<file path="src/rtl/nocr_router_ctrl.sv">
// Packet router controller: decodes a target index from the packet address,
// forwards the request, and returns the response or a DECERR/TIMEOUT error.
module nocr_router_ctrl #(
    parameter int                 NUM_TGT     = 4,
    parameter int                 ADDR_W      = 16,
    parameter int                 DATA_W      = 32,
    parameter int                 TIMEOUT     = 64,
    parameter logic [NUM_TGT-1:0] TGT_EN_MASK = '1
) (
    input  logic                      clk,
    input  logic                      reset,
    input  logic                      pkt_valid,
    output logic                      pkt_ready,
    input  logic [ADDR_W-1:0]         pkt_addr,
    input  logic [DATA_W-1:0]         pkt_data,
    input  logic                      pkt_we,
    output logic [NUM_TGT-1:0]        tgt_req_valid,
    input  logic [NUM_TGT-1:0]        tgt_req_ready,
    output logic [ADDR_W-1:0]         tgt_addr,
    output logic [DATA_W-1:0]         tgt_data,
    output logic                      tgt_we,
    input  logic [NUM_TGT-1:0]        tgt_resp_valid,
    input  logic [NUM_TGT*DATA_W-1:0] tgt_resp_data,
    output logic                      resp_valid,
    input  logic                      resp_ready,
    output logic [DATA_W-1:0]         resp_data,
    output logic [1:0]                resp_err,
    output logic [7:0]                err_cnt
);

    localparam int IDX_W = $clog2(NUM_TGT);
    localparam int NSLOT = 1 << IDX_W;
    localparam int CNT_W = $clog2(TIMEOUT + 1);
    // Slots beyond NUM_TGT read as unpopulated, so one lookup covers both checks.
    localparam logic [NSLOT-1:0] EN_EXT   = NSLOT'(TGT_EN_MASK);
    localparam logic [CNT_W-1:0] CNT_LAST = CNT_W'(TIMEOUT - 1);

    localparam logic [1:0] ERR_OK  = 2'b00;
    localparam logic [1:0] ERR_DEC = 2'b01;
    localparam logic [1:0] ERR_TMO = 2'b10;

    typedef enum logic [2:0] {
        IDLE      = 3'd0,
        DECODE    = 3'd1,
        REQ       = 3'd2,
        WAIT_RESP = 3'd3,
        RESP      = 3'd4
    } state_t;

    state_t             state;
    state_t             state_nxt;
    logic [CNT_W-1:0]   cnt;
    logic [IDX_W-1:0]   idx;
    logic               pkt_ok;
    logic               sel_ready;
    logic               sel_resp;
    logic [DATA_W-1:0]  sel_data;
    logic               tmo;

    assign idx    = tgt_addr[ADDR_W-1 -: IDX_W];
    assign pkt_ok = EN_EXT[idx];
    assign tmo    = (cnt >= CNT_LAST);

    always_comb begin
        sel_ready = 1'b0;
        sel_resp  = 1'b0;
        sel_data  = '0;
        for (int i = 0; i < NUM_TGT; i++) begin
            if (idx == IDX_W'(i)) begin
                sel_ready = tgt_req_ready[i];
                sel_resp  = tgt_resp_valid[i];
                sel_data  = tgt_resp_data[i*DATA_W +: DATA_W];
            end
        end
    end

    always_ff @(posedge clk or posedge reset) begin
        if (reset) state <= IDLE;
        else       state <= state_nxt;
    end

    always_comb begin
        state_nxt = IDLE;
        case (state)
            IDLE:      state_nxt = pkt_valid ? DECODE : IDLE;
            DECODE:    state_nxt = pkt_ok ? REQ : RESP;
            REQ: begin
                if (sel_ready)  state_nxt = WAIT_RESP;
                else if (tmo)   state_nxt = RESP;
                else            state_nxt = REQ;
            end
            WAIT_RESP: begin
                if (sel_resp || tmo) state_nxt = RESP;
                else                 state_nxt = WAIT_RESP;
            end
            RESP:      state_nxt = resp_ready ? IDLE : RESP;
            default:   state_nxt = IDLE;
        endcase
    end

    always_comb begin
        pkt_ready     = (state == IDLE);
        resp_valid    = (state == RESP);
        tgt_req_valid = '0;
        for (int i = 0; i < NUM_TGT; i++) begin
            tgt_req_valid[i] = (state == REQ) && (idx == IDX_W'(i));
        end
    end

    always_ff @(posedge clk or posedge reset) begin
        if (reset) begin
            tgt_addr  <= '0;
            tgt_data  <= '0;
            tgt_we    <= 1'b0;
            cnt       <= '0;
            resp_data <= '0;
            resp_err  <= ERR_OK;
            err_cnt   <= '0;
        end else begin
            if (state == IDLE && pkt_valid) begin
                tgt_addr <= pkt_addr;
                tgt_data <= pkt_data;
                tgt_we   <= pkt_we;
            end

            if (state == REQ || state == WAIT_RESP) cnt <= cnt + 1'b1;
            else                                    cnt <= '0;

            if (state == DECODE && !pkt_ok) begin
                resp_data <= '0;
                resp_err  <= ERR_DEC;
            end else if (state == REQ && !sel_ready && tmo) begin
                resp_data <= '0;
                resp_err  <= ERR_TMO;
            end else if (state == WAIT_RESP) begin
                // A response on the last counted cycle wins over the timeout.
                if (sel_resp) begin
                    resp_data <= sel_data;
                    resp_err  <= ERR_OK;
                end else if (tmo) begin
                    resp_data <= '0;
                    resp_err  <= ERR_TMO;
                end
            end

            if (state == RESP && resp_ready && resp_err != ERR_OK
                && err_cnt != 8'hFF) begin
                err_cnt <= err_cnt + 8'd1;
            end
        end
    end

endmodule

</file>
<file path="config.mk">
export PLATFORM = sky130hd
export DESIGN_NAME = nocr_router_ctrl
export DESIGN_NICKNAME = d
export VERILOG_FILES = /design/src/rtl/nocr_router_ctrl.sv
export SDC_FILE = /design/constraint.sdc
export NUM_CORES = 1
export LEC_CHECK = 0
export BUFFER_PORTS_ARGS = -buffer_cell sky130_fd_sc_hd__buf_2
export CAP_MARGIN = 20
export CORE_UTILIZATION = 41
export CTS_CLUSTER_DIAMETER = 60
export DETAILED_ROUTE_END_ITERATION = 8
export GPL_TIMING_DRIVEN = 0
export PLACE_DENSITY = 0.78
export SYNTH_ARGS = -nofsm -noshare
export SYNTH_HDL_FRONTEND = slang
export SYNTH_SLANG_ARGS = --single-unit
</file>
<file path="constraint.sdc">
create_clock -name clk -period 3.5 [get_ports clk]
set_clock_uncertainty 0.1 [all_clocks]
set_input_delay 0.7 -clock clk [delete_from_list [all_inputs] [get_ports clk]]
set_output_delay 0.7 -clock clk [all_outputs]
set_load 0.02 [all_outputs]
</file>
# == Yosys cells after proc, flatten, opt, wreduce, memory -nomap -nowiden ==
# Cells that the tools add are included.
# classes
mux,32
eq_ne,8
magnitude_cmp,2
addsub,2
reduce_logical,21
# ops
operator,count
$mux W32,9
$mux W3,5
$pmux W3 S5,1
$logic_and A1 B1 Y1,11
$mux W1,10
$mux W2,5
$add A8 B1 Y8 const B,1
$ne A8 B8 Y1 const B,1
$add A7 B1 Y7 const B,1
$ge A7 B6 Y1 const B,1
$mux W7,1
$eq A3 B2 Y1 const B,2
$eq A2 B2 Y1 const B,2
$reduce_bool A4 Y1,1
$eq A3 B1 Y1 const B,1
$eq A3 B3 Y1 const B,1
$logic_not A3 Y1,1
$lt A2 B3 Y1 const B,1
$reduce_bool A3 Y1,1
$bmux W1 S2,1
$eq A2 B1 Y1 const B,1
$logic_not A1 Y1,2
$logic_not A2 Y1,1
$logic_or A1 B1 Y1,2
2 further kinds,2
# word_totals
elab_cells,73
reg_bits,101
input_bits,189

# == Depth between registers and ports, before layout ==
# logic_depth
word_depth,10
depth_mapped,7

# == Worst setup path before layout ==
# OpenSTA, ideal clock, no wires.
# synth_timing
path_type,flip-flop to output port
from,register tgt_addr[15]
to,output tgt_req_valid[2]
path_stages_with_launch,4
slack_ns,0.807
t_arrival_ns,1.893
required_ns,2.700
path_cell_list,dfrtp_1 -> buf_1 -> clkbuf_1 -> nor4b_1
# synth_via
elab_chain_len,2
# synth_rtl
element,line_no,source
from (decl),19,"output logic [ADDR_W-1:0] tgt_addr,"
from (signal assigned),121,tgt_addr <= pkt_addr;
$eq A2 B2 Y1,106,tgt_req_valid[i] = (state == REQ) && (idx == IDX_W'(i));
$logic_and A1 B1 Y1,106,
to (decl),17,"output logic [NUM_TGT-1:0] tgt_req_valid,"
# Every way passes these cells.

# == Worst setup path in the final report ==
# Same ends and word-level chain as after synthesis.

==> impl_metrics.tcl <==
set metrics [dict create \
    start_util_pct 42.64 \
    ctsRootBufferMaster "clkbuf_16" \
    syn_area_um2 5207 \
    slew_headroom_pct 57.18 \
    grt.total_usage_pct 23.21 \
    syn_inst 388 \
    cts_tree "done" \
    layout-drive-gt1-share_pct 56.46 \
    design.core.area_um2 12210 \
    io_pins 286 \
    clkSinkCount 100 \
    min_period_over_period_pct 90.94 \
    finalWorstSetupSlack_ns 0.3171 \
    fp.dieW_um 114.7 \
    dieHeight_um 114.7 \
    endpoint_kind "output pin" \
    dpl_worst_slack_ns 0.6451 \
    power_density_nw_per_um2 845.9 \
    r2r-start "tgt_addr[15]" \
    r2r_setup_slack_ns 0.92 \
    numCtsBuffers 9 \
    synth_seq_cells 100 \
    place.gp.congestion 0.8560 \
    grt_pass1_wl_um 22950 \
    grt_pass1_vias 4544 \
    cts_setup_buffers 0 \
    ir_worst_vdd_mv 0.5232 \
    cp_max_fo 10 \
    grt.overflow.total 0 \
    power_leakage_uw 0.003408 \
    yosysSeqAreaShare_pct 48.05 \
    port_buffers 284 \
    rsz0062_at_grt "no" \
    nets 875 \
    core.rowCount 40 \
    ys_types 38 \
    ys_warn_count 0 \
    required_ns 2.70 \
    fp.dieArea_um2 13160 \
    clock_path_buffers 2 \
    avgSynthCellArea_um2 13.42 \
    path_clk_slew_ns 0.07 \
    multiInputGateArea_um2 2550 \
    wire_per_inst_um 17.20 \
    reg2reg_to "resp_data[13]" \
    worst_slew_pin_slew_ns 0.6409 \
    cp_data_arrival_time_ns 2.38 \
    hold_viol 0 \
    ff2ff_path_depth 5 \
    post-route-min-period_ns 3.183 \
    route.detailed.drc 0 \
    regArea_um2 2502 \
    drv_slew 0 \
    dr.first_iter.drc_count 134 \
    cp-start-kind "flip-flop" \
    nFillCells 1054 \
    synth_area_leader_cell "dfrtp_1" \
    fin_util_pct 58.92 \
    cts_hold_buffers 0 \
    synth_nets 579 \
    dp_hpwl_um 11970 \
    status "complete, no violations" \
    via_per_inst 5.161 \
    yosys.area.top_type_share_pct 48.05 \
    fmax_mhz 314.2 \
    power_uw 6087 \
    worstSkewPairLatency_ns 0.34 \
    finalSetupViolations 0 \
    antenna_found_initial 0 \
    ant_nets 0 \
    htreeDepth 3 \
    hp-class "input pin to asynchronous set/reset pin" \
    drtPass1Iterations 4 \
    synth_area_leaders "dfrtp_1 (48%), mux4_2 (15%), mux2_2 (8.0%)" \
    n_antenna_cell 0 \
    postCtsResizedCells 0 \
    cap_viol_max_count 0 \
    routed_wl_um 14740 \
    area_delta_synth_final_pct 38.18 \
    grt_max_degree 74 \
    critical_path_class "flip-flop to output pin" \
    routed-via-count 4423 \
]
[kinds of logic (layout without fill, tap and decap cells)]
kind of cell / count (synthesis) / after routing / share of synthesized area [%]
xor+xnor: 12 / 12 / 2.018
other cells: 1 / 1 / 0.07201
mux: 85 / 85 / 25.73
fa+ha+maj: 2 / 2 / 0.4805
simple gates: 113 / 113 / 13.24
buf+inv: 34 / 335 / 2.979
compound gates: 41 / 41 / 7.424
flops: 100 / 100 / 48.05
[sequential cells by signal, summed over array words and instances (netlist names)]
name / cells
cnt: 7
err_cnt: 8
resp_data: 32
resp_err: 1
state: 3
tgt_addr: 16
tgt_data: 32
tgt_we: 1
[worst max-delay path by stage]
stage / startpoint / to / slack [ns] / depth (start not counted)
2_1_floorplan: reset / cnt[0] / 0.08 / 1
3_3_place_gp: reset / resp_data[15] / -0.93 / 2
3_5_place_dp: tgt_addr[15] / tgt_req_valid[2] / 0.65 / 4
4_1_cts: tgt_addr[15] / tgt_req_valid[2] / 0.26 / 4
5_1_grt: tgt_addr[15] / tgt_req_valid[2] / 0.13 / 4
6_report: tgt_addr[15] / tgt_req_valid[2] / 0.32 / 4
[power breakdown]
| group | internal, uW | total [uW] | switching (uW) |
|---|---|---|---|
| clock network | 655 | 1090 | 437 |
| logic | 1450 | 3090 | 1640 |
| registers | 1610 | 1900 | 295 |
[synthesized netlist by cell type]
| library cell | n |
|---|---|
| mux2_2 | 37 |
| clkbuf_2 | 1 |
| nor2_1 | 10 |
| a22o_1 | 1 |
| dfrtp_1 | 100 |
| nor4b_1 | 1 |
| and4_1 | 2 |
| a221o_1 | 32 |
| nand4_1 | 1 |
| or3_1 | 1 |
| nor4_1 | 1 |
| and2b_1 | 16 |
| and2_1 | 2 |
| buf_1 | 1 |
| nand3_1 | 9 |
| o21a_1 | 1 |
| nor2b_1 | 49 |
| a211oi_2 | 1 |
| and3_1 | 6 |
| mux4_2 | 34 |
| nor3b_1 | 2 |
| buf_4 | 3 |
| nand2b_1 | 1 |
| ha_1 | 2 |
| nor3_1 | 2 |
| buf_2 | 12 |
| xor2_1 | 5 |
| clkbuf_1 | 14 |
| xnor2_1 | 7 |
| a21oi_1 | 3 |
| a21o_1 | 1 |
| inv_1 | 3 |
| or2_1 | 2 |
| nand2_1 | 7 |
| nand4b_2 | 1 |
| mux2_1 | 14 |
| conb_1 | 1 |
| o21bai_1 | 2 |
[critical path, stage by stage (launching register included)]
cell	delay, ns
dfrtp_1	0.48
buf_1	0.50
clkbuf_1	0.54
nor4b_1	0.29
buf_2	0.22
[final cells by class]
class,count,area share [%]
timing repair buffer,285,20.14
inverter,3,0.1913
buffer,31,2.000
clock buffer,12,3.425
clock inverter,4,1.113
sequential,100,34.78
multi-input combinational,254,35.44
tap,168,2.921
[placed cells by master (no fill, tap or decap), drive strengths merged, types with 2 or more instances in the layout]
cell and count:
buf 301, dfrtp 100, mux2 51, nor2b 49, mux4 34, a221o 32, clkbuf 27, and2b 16
nor2 10, nand3 9, nand2 7, xnor2 7, and3 6, xor2 5, inv 5, a21oi 3
nor3 2, and2 2, and4 2, nor3b 2, or2 2, o21bai 2, ha 2, bufinv 2
[routing by layer]
layer	share of wire, %	up-vias	track usage, %
li1	-	2032	-
met1	38	2212	26.43
met2	55	161	42.38
met3	5.0	18	5.982
met4	1.7	0	7.706
met5	0	-	0
[through the flow]
step	instances	instance area (um^2)	hold slack [ns]	setup TNS, ns
final	857	7196	0.2361	0
after global routing	857	7196	0.2518	0
after floorplan	388	5207	0.3408	0
after global placement	840	6839	0.3680	-92.28
after detailed placement	841	6869	0.3777	0
after CTS	857	7196	0.2374	0
Power figures use the tool's default switching activity.
